--- src/rtl/psa_pkg.sv ---
// Shared constants and loader state type for the pattern search accelerator.
// Imported by the command loader, its pattern register file and the search engine.
package psa_pkg;

  localparam logic [7:0] PSA_SYNC_BYTE = 8'hA5;
  localparam int PSA_MAX_PAT_LEN = 16;
  localparam int PSA_ADDR_W = 8;

  typedef enum logic [3:0] {
    IDLE,
    GET_START,
    GET_BLEN,
    GET_PLEN,
    GET_PAT,
    GET_CSUM,
    LAUNCH,
    WAIT_DONE,
    ERR
  } ld_state_t;

endpackage

--- src/rtl/psa_pattern_regfile.sv ---
// Pattern byte store: DEPTH x 8 registers, sync write, async read, sync reset.
// Ports: CLK100MHZ, reset, we/waddr/wdata write port, raddr/rdata read port.
module psa_pattern_regfile #(
  parameter int DEPTH = 16,
  localparam int AW = $clog2(DEPTH)
) (
  input  logic          CLK100MHZ,
  input  logic          reset,
  input  logic          we,
  input  logic [AW-1:0] waddr,
  input  logic [7:0]    wdata,
  input  logic [AW-1:0] raddr,
  output logic [7:0]    rdata
);

  logic [7:0] mem [DEPTH];

  always_ff @(posedge CLK100MHZ) begin
    if (reset) begin
      for (int i = 0; i < DEPTH; i++) begin
        mem[i] <= 8'h00;
      end
    end else if (we) begin
      mem[waddr] <= wdata;
    end
  end

  assign rdata = mem[raddr];

endmodule

--- src/rtl/psa_cmd_loader.sv ---
// PSA command loader: parses SYNC/start/len/plen/pattern frames from the host
// link, holds stable search parameters, pulses start and waits for done.
// Ports: CLK100MHZ, reset (sync, high); rx_valid/rx_data/rx_ready byte input;
// pat_rd_idx/pat_rd_data pattern read; blk_start, blk_len, pat_len, start,
// search_done, busy, err.
// Option: define PSA_CMD_CHECKSUM_EN to require a trailing XOR checksum byte.
module psa_cmd_loader
  import psa_pkg::*;
#(
  parameter int MAX_PAT_LEN = PSA_MAX_PAT_LEN,
  parameter int ADDR_W = PSA_ADDR_W
) (
  input  logic                           CLK100MHZ,
  input  logic                           reset,
  input  logic                           rx_valid,
  input  logic [7:0]                     rx_data,
  output logic                           rx_ready,
  input  logic [$clog2(MAX_PAT_LEN)-1:0] pat_rd_idx,
  output logic [7:0]                     pat_rd_data,
  output logic [ADDR_W-1:0]              blk_start,
  output logic [ADDR_W-1:0]              blk_len,
  output logic [$clog2(MAX_PAT_LEN):0]   pat_len,
  output logic                           start,
  input  logic                           search_done,
  output logic                           busy,
  output logic                           err
);

  localparam int IW = $clog2(MAX_PAT_LEN);
  localparam int LW = IW + 1;
  localparam logic [ADDR_W:0] SPAN = {1'b1, {ADDR_W{1'b0}}};

  ld_state_t state, state_n;

  logic [ADDR_W-1:0] bs_q;
  logic [ADDR_W-1:0] bl_q;
  logic [LW-1:0]     pl_q;
  logic [IW-1:0]     idx_q;

  logic            xfer;
  logic            plen_bad;
  logic            last_pat;
  logic            wr_en;
  logic [ADDR_W:0] end_addr;

`ifdef PSA_CMD_CHECKSUM_EN
  logic [7:0] csum_q;
`endif

  assign rx_ready = (state != LAUNCH) && (state != WAIT_DONE);
  assign xfer = rx_valid && rx_ready;

  // One extra bit so a block ending exactly at the top of BRAM is legal.
  assign end_addr = {1'b0, bs_q} + {1'b0, bl_q};

  assign plen_bad = (rx_data == 8'h00)
                 || (int'(rx_data) > MAX_PAT_LEN)
                 || (int'(rx_data) > int'(bl_q))
                 || (end_addr > SPAN);

  assign last_pat = ({1'b0, idx_q} == (pl_q - LW'(1)));
  assign wr_en = xfer && (state == GET_PAT);

  always_comb begin
    state_n = state;
    start = 1'b0;
    err = 1'b0;
    busy = 1'b0;
    unique case (state)
      IDLE: begin
        if (xfer && rx_data == PSA_SYNC_BYTE) state_n = GET_START;
      end
      GET_START: begin
        busy = 1'b1;
        if (xfer) state_n = GET_BLEN;
      end
      GET_BLEN: begin
        busy = 1'b1;
        if (xfer) state_n = GET_PLEN;
      end
      GET_PLEN: begin
        busy = 1'b1;
        if (xfer) state_n = plen_bad ? ERR : GET_PAT;
      end
      GET_PAT: begin
        busy = 1'b1;
`ifdef PSA_CMD_CHECKSUM_EN
        if (xfer && last_pat) state_n = GET_CSUM;
`else
        if (xfer && last_pat) state_n = LAUNCH;
`endif
      end
      GET_CSUM: begin
`ifdef PSA_CMD_CHECKSUM_EN
        busy = 1'b1;
        if (xfer) state_n = (rx_data == csum_q) ? LAUNCH : ERR;
`else
        state_n = IDLE;
`endif
      end
      LAUNCH: begin
        busy = 1'b1;
        start = 1'b1;
        state_n = WAIT_DONE;
      end
      WAIT_DONE: begin
        busy = !search_done;
        if (search_done) state_n = IDLE;
      end
      ERR: begin
        err = 1'b1;
        state_n = IDLE;
      end
      default: state_n = IDLE;
    endcase
  end

  always_ff @(posedge CLK100MHZ) begin
    if (reset) begin
      state <= IDLE;
      bs_q <= '0;
      bl_q <= '0;
      pl_q <= '0;
      idx_q <= '0;
    end else begin
      state <= state_n;
      if (xfer) begin
        unique case (state)
          GET_START: bs_q <= ADDR_W'(rx_data);
          GET_BLEN: bl_q <= ADDR_W'(rx_data);
          GET_PLEN: begin
            if (!plen_bad) pl_q <= LW'(rx_data);
            idx_q <= '0;
          end
          GET_PAT: idx_q <= idx_q + IW'(1);
          default: ;
        endcase
      end
    end
  end

`ifdef PSA_CMD_CHECKSUM_EN
  // Running XOR of every byte after SYNC through the last pattern byte.
  always_ff @(posedge CLK100MHZ) begin
    if (reset) begin
      csum_q <= 8'h00;
    end else if (xfer) begin
      unique case (state)
        IDLE: csum_q <= 8'h00;
        GET_START, GET_BLEN, GET_PLEN, GET_PAT:
          csum_q <= csum_q ^ rx_data;
        default: ;
      endcase
    end
  end
`endif

  assign blk_start = bs_q;
  assign blk_len = bl_q;
  assign pat_len = pl_q;

  psa_pattern_regfile #(
    .DEPTH(MAX_PAT_LEN)
  ) u_regfile (
    .CLK100MHZ(CLK100MHZ),
    .reset(reset),
    .we(wr_en),
    .waddr(idx_q),
    .wdata(rx_data),
    .raddr(pat_rd_idx),
    .rdata(pat_rd_data)
  );

endmodule

--- config.mk ---
export PLATFORM = sky130hd
export DESIGN_NAME = psa_cmd_loader
export DESIGN_NICKNAME = d
export VERILOG_FILES = /design/src/rtl/psa_pkg.sv /design/src/rtl/psa_pattern_regfile.sv /design/src/rtl/psa_cmd_loader.sv
export SDC_FILE = /design/constraint.sdc
export NUM_CORES = 1
export LEC_CHECK = 0
export ABC_CLOCK_PERIOD_IN_PS = 8100
export BUFFER_PORTS_ARGS = -buffer_cell sky130_fd_sc_hd__clkbuf_2
export CAP_MARGIN = 20
export CORE_UTILIZATION = 65
export DETAILED_ROUTE_END_ITERATION = 16
export PLACE_DENSITY = 0.9
export SLEW_MARGIN = 20
export SYNTH_ARGS = -nofsm -noshare
export SYNTH_HDL_FRONTEND = slang
export SYNTH_SLANG_ARGS = --single-unit
--- constraint.sdc ---
create_clock -name CLK100MHZ -period 8.1 [get_ports CLK100MHZ]
set_clock_uncertainty 0.1 [all_clocks]
set_input_delay 0.81 -clock CLK100MHZ [delete_from_list [all_inputs] [get_ports CLK100MHZ]]
set_output_delay 0.81 -clock CLK100MHZ [all_outputs]
set_load 0.1 [all_outputs]
==> metrics.log, run 1 <==
INFO  metric run_status = complete, no violations
INFO  metric critPathRequiredTime = 8.11 ns
INFO  metric post_cts.repair.setup_buffers = 0
INFO  metric cts.sinks = 157
INFO  metric global_route.usage.total = 0.336
INFO  metric whs = approximately 0.43 ns
INFO  metric cts_buffer_depth = 2
INFO  metric num-fill-cells = 708
INFO  metric nNetsFinal = 682
INFO  metric worst_hold_path_type = reg -> reg
INFO  metric drt-vias-per-instance = between 6 and 7
INFO  metric number_of_synthesized_flops_with_an_enable_pin = 128
INFO  metric setup_repair_after_global_routing_missed_its_margin = false
INFO  metric r2r_slack = 4.78 ns
INFO  metric worst-setup-path-type = in -> reg
INFO  metric dp_hpwl = 13300 um
INFO  metric avgSynthCellArea = 13.0 sq um
INFO  metric synth.distinct_cells = 63
INFO  metric drv_slew = 0
INFO  metric post_drt_wl_per_cell = 24.9 um
INFO  metric timing.max_slew.rel_slack = 0.242
INFO  metric finalSetupViolCount = 0
INFO  metric wl = 20000 um
INFO  metric synth_flop_cell = edfxtp_1
INFO  metric portBuffers = 48
INFO  metric area_growth = 10.9%
INFO  metric number_of_cells_produced_by_synthesis = about 600
INFO  metric power.density = 216 nW/um^2
INFO  metric starting_density = 0.666
INFO  metric maximum_number_of_pins_on_one_net_before_global_route_repair = 50
INFO  metric finalNonFillerCells = 804
INFO  metric core_area = 12000 sq um
INFO  metric drive_above_1_share = 0.221
INFO  metric detail_route.iter0.violations = 691
INFO  metric die_area = 12800 sq um
INFO  metric hold_buffers = 0
INFO  metric yosysWarnings = 0
INFO  metric clk_transition_reported_paths = 0.06 ns
INFO  metric rows = 40
INFO  metric die-width = ~110 um
INFO  metric critical_path.startpoint_type = input port
INFO  metric dp.cells = between 700 and 800
INFO  metric finalCritPeriodShare = 0.457
INFO  metric critical-path-max-stage-delay = 0.93 ns
INFO  metric post-route-drc-count = 0
INFO  metric drt-pass1-iter-count = 7
INFO  metric crit_slowest_cell = nor3_1
INFO  metric pin_count = 49
INFO  metric numCtsBuffers = 17
INFO  metric post-route-min-period = 3.70 ns
INFO  metric path_cells = clkbuf_2 > nor3b_1 > and3_1 > nand2_1 > nor3_1 > or2_2
INFO  metric route.vias.total = around 5400
INFO  metric cts_htree_levels = 4
INFO  metric p_leak = 3.30 nW
INFO  metric ys_seq_elements = 157
INFO  metric irDropWorstVdd = between 150 and 200 uV
INFO  metric combined_area_of_the_multi_input_logic_cells = about 3300 sq um
INFO  metric mappedNetlistArea = 8010 sq um
INFO  metric seq_area_frac_synth = 0.553
INFO  metric seq_area = 4420 sq um
INFO  metric synth-async-reset-ratio = 0
INFO  metric root_buffer_master = clkbuf_16
INFO  metric drv.max_cap_violation_count = 0
INFO  metric grt_antenna_before_repair = 0
INFO  metric worstSetupEndpointType = flip-flop
INFO  metric cp_data_arrival_time = between 3 and 4 ns
INFO  metric max_clock_freq = 270 MHz
INFO  metric die_y = 113 um
INFO  metric net_count_after_synthesis = 656
INFO  metric worstSkewPairLatency = 0.43 ns
INFO  metric hold_viol = 0
INFO  metric sum_of_negative_setup_slack = 0 ns
INFO  metric insertedDiodeCount = 0
INFO  metric grt_pass1_wl = between 30000 and 40000 um
INFO  metric grt_pass1_vias = 5153
INFO  metric timing_worst_slew_pin_value = 1.13 ns
INFO  metric critical_path.max_fanout = 49
INFO  metric gpl.final_weighted_congestion = roughly 0.95
INFO  metric ant_nets = 0
INFO  metric tritoncts_clock_tree = yes
INFO  metric cts_resized = 0
INFO  metric global_route.overflow_total = 0
-- power breakdown --
| group | leakage [nW] | internal, W | total (W) | switching (W) |
|---|---|---|---|---|
| registers | 1.49 | 0.000899 | 0.000918 | 0.0000187 |
| clock network | 0.295 | 0.000516 | 0.000848 | 0.000332 |
| logic | 1.51 | 0.0000463 | 0.000148 | 0.000102 |
-- cell usage in the layout, fill, tap and decap left out, drive strengths merged, types with 5 or more instances in the layout --
cell / instances
nand3: 6
clkbuf: 65
mux2i: 22
nor4: 7
inv: 18
and2: 112
nand2: 17
mux4: 40
a21oi: 12
or2: 17
edfxtp: 128
o21ai: 11
nand2b: 13
nand4: 5
dfxtp: 29
nor3: 19
nor2: 41
clkinv: 5
ha: 21
-- per-stage QoR --
| step | util | area, sq um | power [W] | setup slack, ns |
|---|---|---|---|---|
| final | 0.739 | 8880 | 0.00191 | 4.40 |
| after detailed placement | 0.687 | 8260 | 0.00108 | 3.97 |
| after floorplan | - | 8010 | 0.00104 | 3.43 |
| after global placement | 0.687 | 8260 | 0.00107 | 4.06 |
| after CTS | 0.739 | 8880 | 0.00191 | 3.98 |
| after global routing | 0.739 | 8880 | 0.00195 | 4.23 |
-- critical path, delay by kind of cell --
family | cells | cell delay (ns)
buffers and inverters | 1 | 0.50
and+or+nand+nor | 5 | 2.40
-- cells by family after synthesis --
logic type,share of synthesized area
and+or+nand+nor,0.182
DFF,0.553
muxes,0.143
buffers and inverters,0.0292
AOI/OAI and AO/OA,0.0502
adders and majority gates,0.0353
xor gates and xnor gates,0.00766
-- registers in the layout (all words and copies together), names as in the netlist --
| signal | cells |
|---|---|
| idx_q | 4 |
| blk_start | 8 |
| u_regfile.mem | 128 |
| state | 4 |
| blk_len | 8 |
| pat_len | 5 |
-- cell type report --
class	instances	area share
multi-input combinational	404	0.377
clock buffer	18	0.0483
tap	147	0.0207
clock inverter	14	0.0216
timing repair buffer	48	0.0273
inverter	16	0.00676
sequential	157	0.498
-- synth_stat cells (5+ instances only) --
cell type / number / share of area
mux4_2: 40 / 0.11
nor4_1: 7 / 0.0055
clkbuf_1: 32 / 0.015
dfxtp_1: 29 / 0.073
inv_1: 15 / 0.0070
buf_1: 5 / 0.0023
edfxtp_1: 128 / 0.48
or2_2: 17 / 0.013
o21ai_0: 11 / 0.0069
a21oi_1: 12 / 0.0075
nand4_1: 5 / 0.0039
mux2i_1: 22 / 0.028
nand2_1: 17 / 0.0080
nor2_1: 41 / 0.019
nor3_1: 19 / 0.012
and2_1: 112 / 0.088
ha_1: 21 / 0.033
nand3_1: 6 / 0.0038
nand2b_1: 13 / 0.010
-- worst paths after layout --
check	end	start	depth (start not counted)
worst min-delay path	pat_len[3]	pat_len[3]	2
worst min register to register	pat_len[3]	pat_len[3]	2
worst max register to register	u_regfile.mem[0][3]	state[2]	5
worst max-delay path	u_regfile.mem[0][3]	reset	6
-- per-layer routing --
| layer | part of all wire | GRT usage | vias up | wire length, um |
|---|---|---|---|---|
| li1 | - | - | 2340 | - |
| met1 | 0.38 | 0.450 | 2642 | 7500 |
| met2 | 0.48 | 0.535 | 344 | 9610 |
| met3 | 0.10 | 0.0771 | 67 | 2030 |
| met4 | 0.043 | 0.143 | 0 | 852 |
| met5 | 0 | 0 | - | 0 |
Power figures use the tool's default switching activity.
==> run 2, diff against run 1 <==
ABC_CLOCK_PERIOD_IN_PS = 3000   (was 8100)
CORE_UTILIZATION = 55   (was 65)
PLACE_DENSITY = 0.82   (was 0.9)
clock period = 3 ns   (was 8.1 ns; I/O delays follow)
==> metrics.log, run 2 (synthesis gave the netlist of run 1 again) <==
INFO  metric core_area = 14000 sq um (was 12000 sq um)
INFO  metric critical_hold_path_startpoint = reset (was pat_len[3])
INFO  metric grt_antenna_before_repair = 0 (unchanged)
INFO  metric cts_resized = 0 (unchanged)
INFO  metric cts.sinks = 157 (unchanged)
INFO  metric p_leak = 3.51 nW (was 3.30 nW)
INFO  metric post_drt_wl_per_cell = 20.4 um (was 24.9 um)
INFO  metric p_seq_frac = 0.498 (was 0.480)
INFO  metric cts_htree_levels = 4 (unchanged)
INFO  metric timing.max_slew.rel_slack = 0.527 (was 0.242)
INFO  metric crit_family = simple AND/OR/NAND/NOR gates (unchanged)
INFO  metric detail_route.iter0.violations = 438 (was 691)
INFO  metric post-route-drc-count = 0 (unchanged)
INFO  metric drt-pass1-iter-count = 7 (unchanged)
INFO  metric route.vias.total = 5237 (was 5393)
INFO  metric worstSetupEndpointType = flip-flop (unchanged)
INFO  metric crit_slowest_cell = or4_4 (was nor3_1)
INFO  metric setup_repair_after_global_routing_missed_its_margin = false (unchanged)
INFO  metric maximum_number_of_pins_on_one_net_before_global_route_repair = 49 (was 50)
INFO  metric worst_hold_path_type = in -> reg (was reg -> reg)
INFO  metric power.switching = 0.00117 W (was 0.000452 W)
INFO  metric num-fill-cells = 988 (was 708)
INFO  metric clock_power_share = 0.402 (was 0.443)
INFO  metric irDropWorstVdd = 382 uV (was 165 uV)
INFO  metric die-width = 123 um (was 113 um)
INFO  metric gpl.final_weighted_congestion = 0.891 (was 0.951)
INFO  metric finalSetupViolCount = 0 (unchanged)
INFO  metric critical_path.startpoint_type = flip-flop (was input port)
INFO  metric global_route.usage.total = 0.254 (was 0.336)
INFO  metric finalNonFillerCells = 873 (was 804)
INFO  metric sum_of_negative_setup_slack = 0 ns (unchanged)
INFO  metric cp_data_arrival_time = 3.12 ns (was 3.72 ns)
INFO  metric starting_density = 0.570 (was 0.666)
INFO  metric drv.max_cap_violation_count = 0 (unchanged)
INFO  metric tritoncts_clock_tree = yes (unchanged)
INFO  metric cellInternalPower = 0.00373 W (was 0.00146 W)
INFO  metric insertedDiodeCount = 0 (unchanged)
INFO  metric numCtsBuffers = 17 (unchanged)
INFO  metric grt_pass1_wl = 27800 um (was 30700 um)
INFO  metric largest_reg_flops = 128 (unchanged)
INFO  metric worstSkewPairLatency = 0.43 ns (about the same)
INFO  metric finalCritPeriodShare = 0.956
INFO  metric path_cells = ha_1 > and3_2 > nor3b_2 > mux2_1 > or4_4 > o32ai_4 > mux2i_1 (was clkbuf_2 > nor3b_1 > and3_1 > nand2_1 > nor3_1 > or2_2)
INFO  metric clk_transition_reported_paths = 0.06 ns (about the same)
INFO  metric cts_buffer_depth = 2 (unchanged)
INFO  metric timing_worst_slew_pin_value = 0.707 ns (was 1.13 ns)
INFO  metric most_frequent_cells_in_the_layout = edfxtp_1 (128), and2_1 (112), mux4_2 (40), nor2_1 (40), clkbuf_2 (40) (was edfxtp_1 (128), and2_1 (112), clkbuf_2 (47), nor2_1 (41), mux4_2 (40))
INFO  metric rows = 43 (was 40)
INFO  metric run_status = complete, no violations (unchanged)
INFO  metric ant_nets = 0 (unchanged)
INFO  metric regToRegStartpoint = blk_len[3] (was state[2])
INFO  metric root_buffer_master = clkbuf_16 (unchanged)
INFO  metric critical-path-max-stage-delay = 0.57 ns (was 0.93 ns)
INFO  metric drive_above_1_share = 0.289 (was 0.221)
INFO  metric grt_pass1_vias = 5236 (was 5153)
INFO  metric drv_slew = 0 (unchanged)
INFO  metric hold_viol = 0 (unchanged)
INFO  metric combinationalPowerShare = 0.100 (was 0.077)
INFO  metric startpoint = blk_len[3] (was reset)
INFO  metric portBuffers = 48 (unchanged)
INFO  metric global_route.overflow_total = 0 (unchanged)
INFO  metric layout.cell_area.non_filler = 9310 sq um (was 8880 sq um)
INFO  metric area_growth = 16.3% (was 10.9%)
INFO  metric power.density = 527 nW/um^2 (was 216 nW/um^2)
INFO  metric dp.cells = 841 (was 772)
INFO  metric drt-vias-per-instance = 6.00 (was 6.71)
INFO  metric die_area = 15000 sq um (was 12800 sq um)
INFO  metric placed_area = 8760 sq um (was 8260 sq um)
INFO  metric largest_register = u_regfile.mem (unchanged)
INFO  metric critical_path.max_fanout = 6 (was 49)
INFO  metric combined_area_of_the_multi_input_logic_cells = 3380 sq um (was 3350 sq um)
INFO  metric nNetsFinal = 718 (was 682)
INFO  metric post_cts.repair.setup_buffers = 0 (unchanged)
INFO  metric hold_buffers = 0 (unchanged)
INFO  metric leading_cell_type_in_the_layout_fill_and_taps_excluded = edfxtp_1 (unchanged)
INFO  metric seq_area = 4450 sq um (was 4420 sq um)
INFO  metric dp_hpwl = 12400 um (was 13300 um)
INFO  metric die_y = 123 um (was 113 um)
INFO  metric worst-setup-path-type = reg -> reg (was in -> reg)
INFO  metric power.switching_fraction = 0.239 (was 0.236)
INFO  metric critPathRequiredTime = 3.26 ns (was 8.11 ns)
INFO  metric wl = 17800 um (was 20000 um)
INFO  metric critical_path.n_buffers_inverters = 0 (was 1)
INFO  metric post-route-min-period = 2.87 ns
INFO  metric max_clock_freq = around 350 MHz
INFO  metric pin_count = 49 (unchanged)
[run 2: metal layers]
metal | track usage | part of all wire | vias up
li1 | - | - | 2403
met1 | 0.315 | 0.41 | 2628
met2 | 0.439 | 0.51 | 176
met3 | 0.0400 | 0.050 | 30
met4 | 0.111 | 0.025 | 0
met5 | 0 | 0 | -
[run 2: path summary, 6_finish.rpt]
path / depth (start not counted) / end / slack (ns)
worst min register to register: 2 / blk_start[3] / 0.42
worst max-delay path: 7 / pat_len[1] / 0.13
worst max register to register: 7 / pat_len[1] / 0.13
worst min-delay path: 4 / state[2] / 0.13
[run 2: worst register-to-register path, delay by kind of cell (launching register included)]
family                     cells  cell delay, ns
and+or+nand+nor                3            0.96
muxes                          2            0.59
AOI/OAI and AO/OA              1            0.44
adders and majority gates      1            0.36
DFF                            1            0.35
[run 2: cell type report]
type | count | share of cell area
clock buffer | 18 | 0.0461
clock inverter | 14 | 0.0112
inverter | 16 | 0.00645
multi-input combinational | 404 | 0.363
sequential | 157 | 0.479
tap | 180 | 0.0242
timing repair buffer | 84 | 0.0704
[run 2: power by group through the flow]
stage / clock network [W] / logic (W) / registers, W
after global placement: 0 / 0.000482 / 0.00248
after global routing: 0.00206 / 0.000511 / 0.00245
final: 0.00197 / 0.000490 / 0.00244
after detailed placement: 0 / 0.000493 / 0.00249
after CTS: 0.00198 / 0.000494 / 0.00245
after floorplan: 0 / 0.000318 / 0.00248
[run 2: per-stage QoR]
stage                     power (W)  utilization  setup slack (ns)  hold slack, ns
after detailed placement    0.00298        0.624            0.0758           0.407
final                       0.00491        0.663             0.131           0.134
after CTS                   0.00492        0.662            0.0428           0.104
after global routing        0.00503        0.663           0.00684           0.145
after floorplan             0.00279            -          0.000937           0.343
after global placement      0.00297        0.624             0.162           0.386
==> run 3, diff against run 2 <==
==> constraint.sdc (replaced) <==
create_clock -name CLK100MHZ -period 3 [get_ports CLK100MHZ]
set_clock_uncertainty 0.1 [all_clocks]
set_input_delay 0.45 -clock CLK100MHZ [delete_from_list [all_inputs] [get_ports CLK100MHZ]]
set_output_delay 0.45 -clock CLK100MHZ [all_outputs]
set_load 0.1 [all_outputs]
==> metrics.log, run 3 (synthesis gave the netlist of run 1 again) <==
INFO  metric root_buffer_master = clkbuf_16 (unchanged)
INFO  metric ant_nets = 0 (unchanged)
INFO  metric run_status = complete, no violations (unchanged)
INFO  metric global_route.usage.total = 0.266 (was 0.254)
INFO  metric cp_data_arrival_time = 3.12 ns (about the same)
INFO  metric largest_reg_flops = 128 (unchanged)
INFO  metric worstSetupEndpointType = flip-flop (unchanged)
INFO  metric post-route-min-period = 2.87 ns (about the same)
INFO  metric critical_path.max_fanout = 6 (unchanged)
INFO  metric num-fill-cells = 977 (was 988)
INFO  metric grt_pass1_wl = 29100 um (was 27800 um)
INFO  metric p_leak = 3.57 nW (was 3.51 nW)
INFO  metric placed_area = 8760 sq um (about the same)
INFO  metric largest_register = u_regfile.mem (unchanged)
INFO  metric clk_transition_reported_paths = 0.06 ns (about the same)
INFO  metric critical_path.startpoint_type = flip-flop (unchanged)
INFO  metric drive_above_1_share = 0.288 (was 0.289)
INFO  metric detail_route.iter0.violations = 464 (was 438)
INFO  metric finalCritPeriodShare = 0.955 (was 0.956)
INFO  metric starting_density = 0.570 (unchanged)
INFO  metric hold_viol = 0 (unchanged)
INFO  metric max_clock_freq = 349 MHz (about the same)
INFO  metric timing_worst_slew_pin_value = 0.626 ns (was 0.707 ns)
INFO  metric route.vias.total = 5270 (was 5237)
INFO  metric power.density = 558 nW/um^2 (was 527 nW/um^2)
INFO  metric pin_count = 49 (unchanged)
INFO  metric grt_antenna_before_repair = 0 (unchanged)
INFO  metric worst-r2r-cell-count = 8 (was 7)
INFO  metric tritoncts_clock_tree = yes (unchanged)
INFO  metric dp_hpwl = 12200 um (was 12400 um)
INFO  metric core_area = 14000 sq um (unchanged)
INFO  metric whs = 0.266 ns (was 0.134 ns)
INFO  metric post-route-drc-count = 0 (unchanged)
INFO  metric maximum_number_of_pins_on_one_net_before_global_route_repair = 49 (unchanged)
INFO  metric irDropWorstVdd = 412 uV (was 382 uV)
INFO  metric cts.sinks = 157 (unchanged)
INFO  metric cts_htree_levels = 4 (unchanged)
INFO  metric global_route.overflow_total = 0 (unchanged)
INFO  metric insertedDiodeCount = 0 (unchanged)
INFO  metric gpl.final_weighted_congestion = 0.832 (was 0.891)
INFO  metric die-width = 123 um (unchanged)
INFO  metric worstSkewPairLatency = 0.42 ns (was 0.43 ns)
INFO  metric finalSetupViolCount = 0 (unchanged)
INFO  metric drt-vias-per-instance = 6.03 (was 6.00)
INFO  metric portBuffers = 48 (unchanged)
INFO  metric depth_of_the_worst_hold_timing_path = 4 (unchanged)
INFO  metric drv_slew = 0 (unchanged)
INFO  metric cts_buffer_depth = 2 (unchanged)
INFO  metric post_drt_wl_per_cell = 21.0 um (was 20.4 um)
INFO  metric timing.max_slew.rel_slack = 0.582 (was 0.527)
INFO  metric layout.cell_area.non_filler = 9440 sq um (was 9310 sq um)
INFO  metric critPathRequiredTime = 3.25 ns (was 3.26 ns)
INFO  metric grt_pass1_vias = 5285 (was 5236)
INFO  metric worst_hold_path_type = in -> reg (unchanged)
INFO  metric numCtsBuffers = 17 (unchanged)
INFO  metric nNetsFinal = 719 (was 718)
INFO  metric worst-setup-path-type = reg -> reg (unchanged)
INFO  metric drt-pass1-iter-count = 5 (was 7)
INFO  metric drv.max_cap_violation_count = 0 (unchanged)
INFO  metric area_growth = 17.9% (was 16.3%)
INFO  metric wl = 18300 um (was 17800 um)
INFO  metric leading_cell_type_in_the_layout_fill_and_taps_excluded = edfxtp_1 (unchanged)
INFO  metric die_y = 123 um (unchanged)
INFO  metric rows = 43 (unchanged)
INFO  metric most_frequent_cells_in_the_layout = edfxtp_1 (128), and2_1 (112), mux4_2 (40), nor2_1 (40), clkbuf_2 (40) (unchanged)
INFO  metric hold_buffers = 0 (unchanged)
INFO  metric die_area = 15000 sq um (unchanged)
## run 3: repair_timing
action | 4_1_cts | 5_1_grt
resized for setup | 0 | 3
buffers inserted | 0 | 1
setup endpoints to repair | 0 | 5
## run 3: final cells by class
type | count | area [sq um] | area share
multi-input combinational | 404 | 3390 | 0.359
tap | 180 | 225 | 0.0239
sequential | 157 | 4450 | 0.472
clock buffer | 25 | 475 | 0.0504
clock inverter | 7 | 160 | 0.0170
timing repair buffer | 85 | 676 | 0.0716
inverter | 16 | 60.1 | 0.00636
## run 3: worst max-delay path, stage by stage, from the launching register on
cell     delay [ns]
dfxtp_4        0.35
ha_1           0.38
and3_2         0.23
nor3b_1        0.21
mux2_1         0.35
or4_4          0.57
o32ai_4        0.26
buf_12         0.16
mux2i_1        0.18
## run 3: final timing paths
path / start / end / slack (ns)
min: reset / state[2] / 0.27
max reg2reg: blk_len[3] / pat_len[0] / 0.13
min reg2reg: blk_start[2] / blk_start[2] / 0.41
max: blk_len[3] / pat_len[0] / 0.13
## run 3: metrics by stage
step / utilization / setup TNS (ns) / cells / total power [W] / setup slack [ns]
detailed placement: 0.624 / 0 / 841 / 0.00298 / 0.0764
global placement: 0.624 / 0 / 841 / 0.00296 / 0.191
floorplan: - / 0 / 618 / 0.00280 / 0.000937
CTS: 0.669 / 0 / 873 / 0.00529 / 0.0609
finish: 0.672 / 0 / 874 / 0.00527 / 0.134
global route: 0.672 / -0.172 / 874 / 0.00541 / -0.0441
## run 3: per-layer routing
layer  vias to the layer above  wire length, um  track usage
li1                       2408                -            -
met1                      2628             7480        0.336
met2                       200             9410        0.451
met3                        34             1040       0.0525
met4                         0              395       0.0998
met5                         -                0            0
## run 3: where the power goes
part	internal, W	total [W]	switching, W
Sequential	0.00242	0.00245	0.0000244
Combinational	0.000190	0.000489	0.000299
Clock	0.00152	0.00233	0.000814
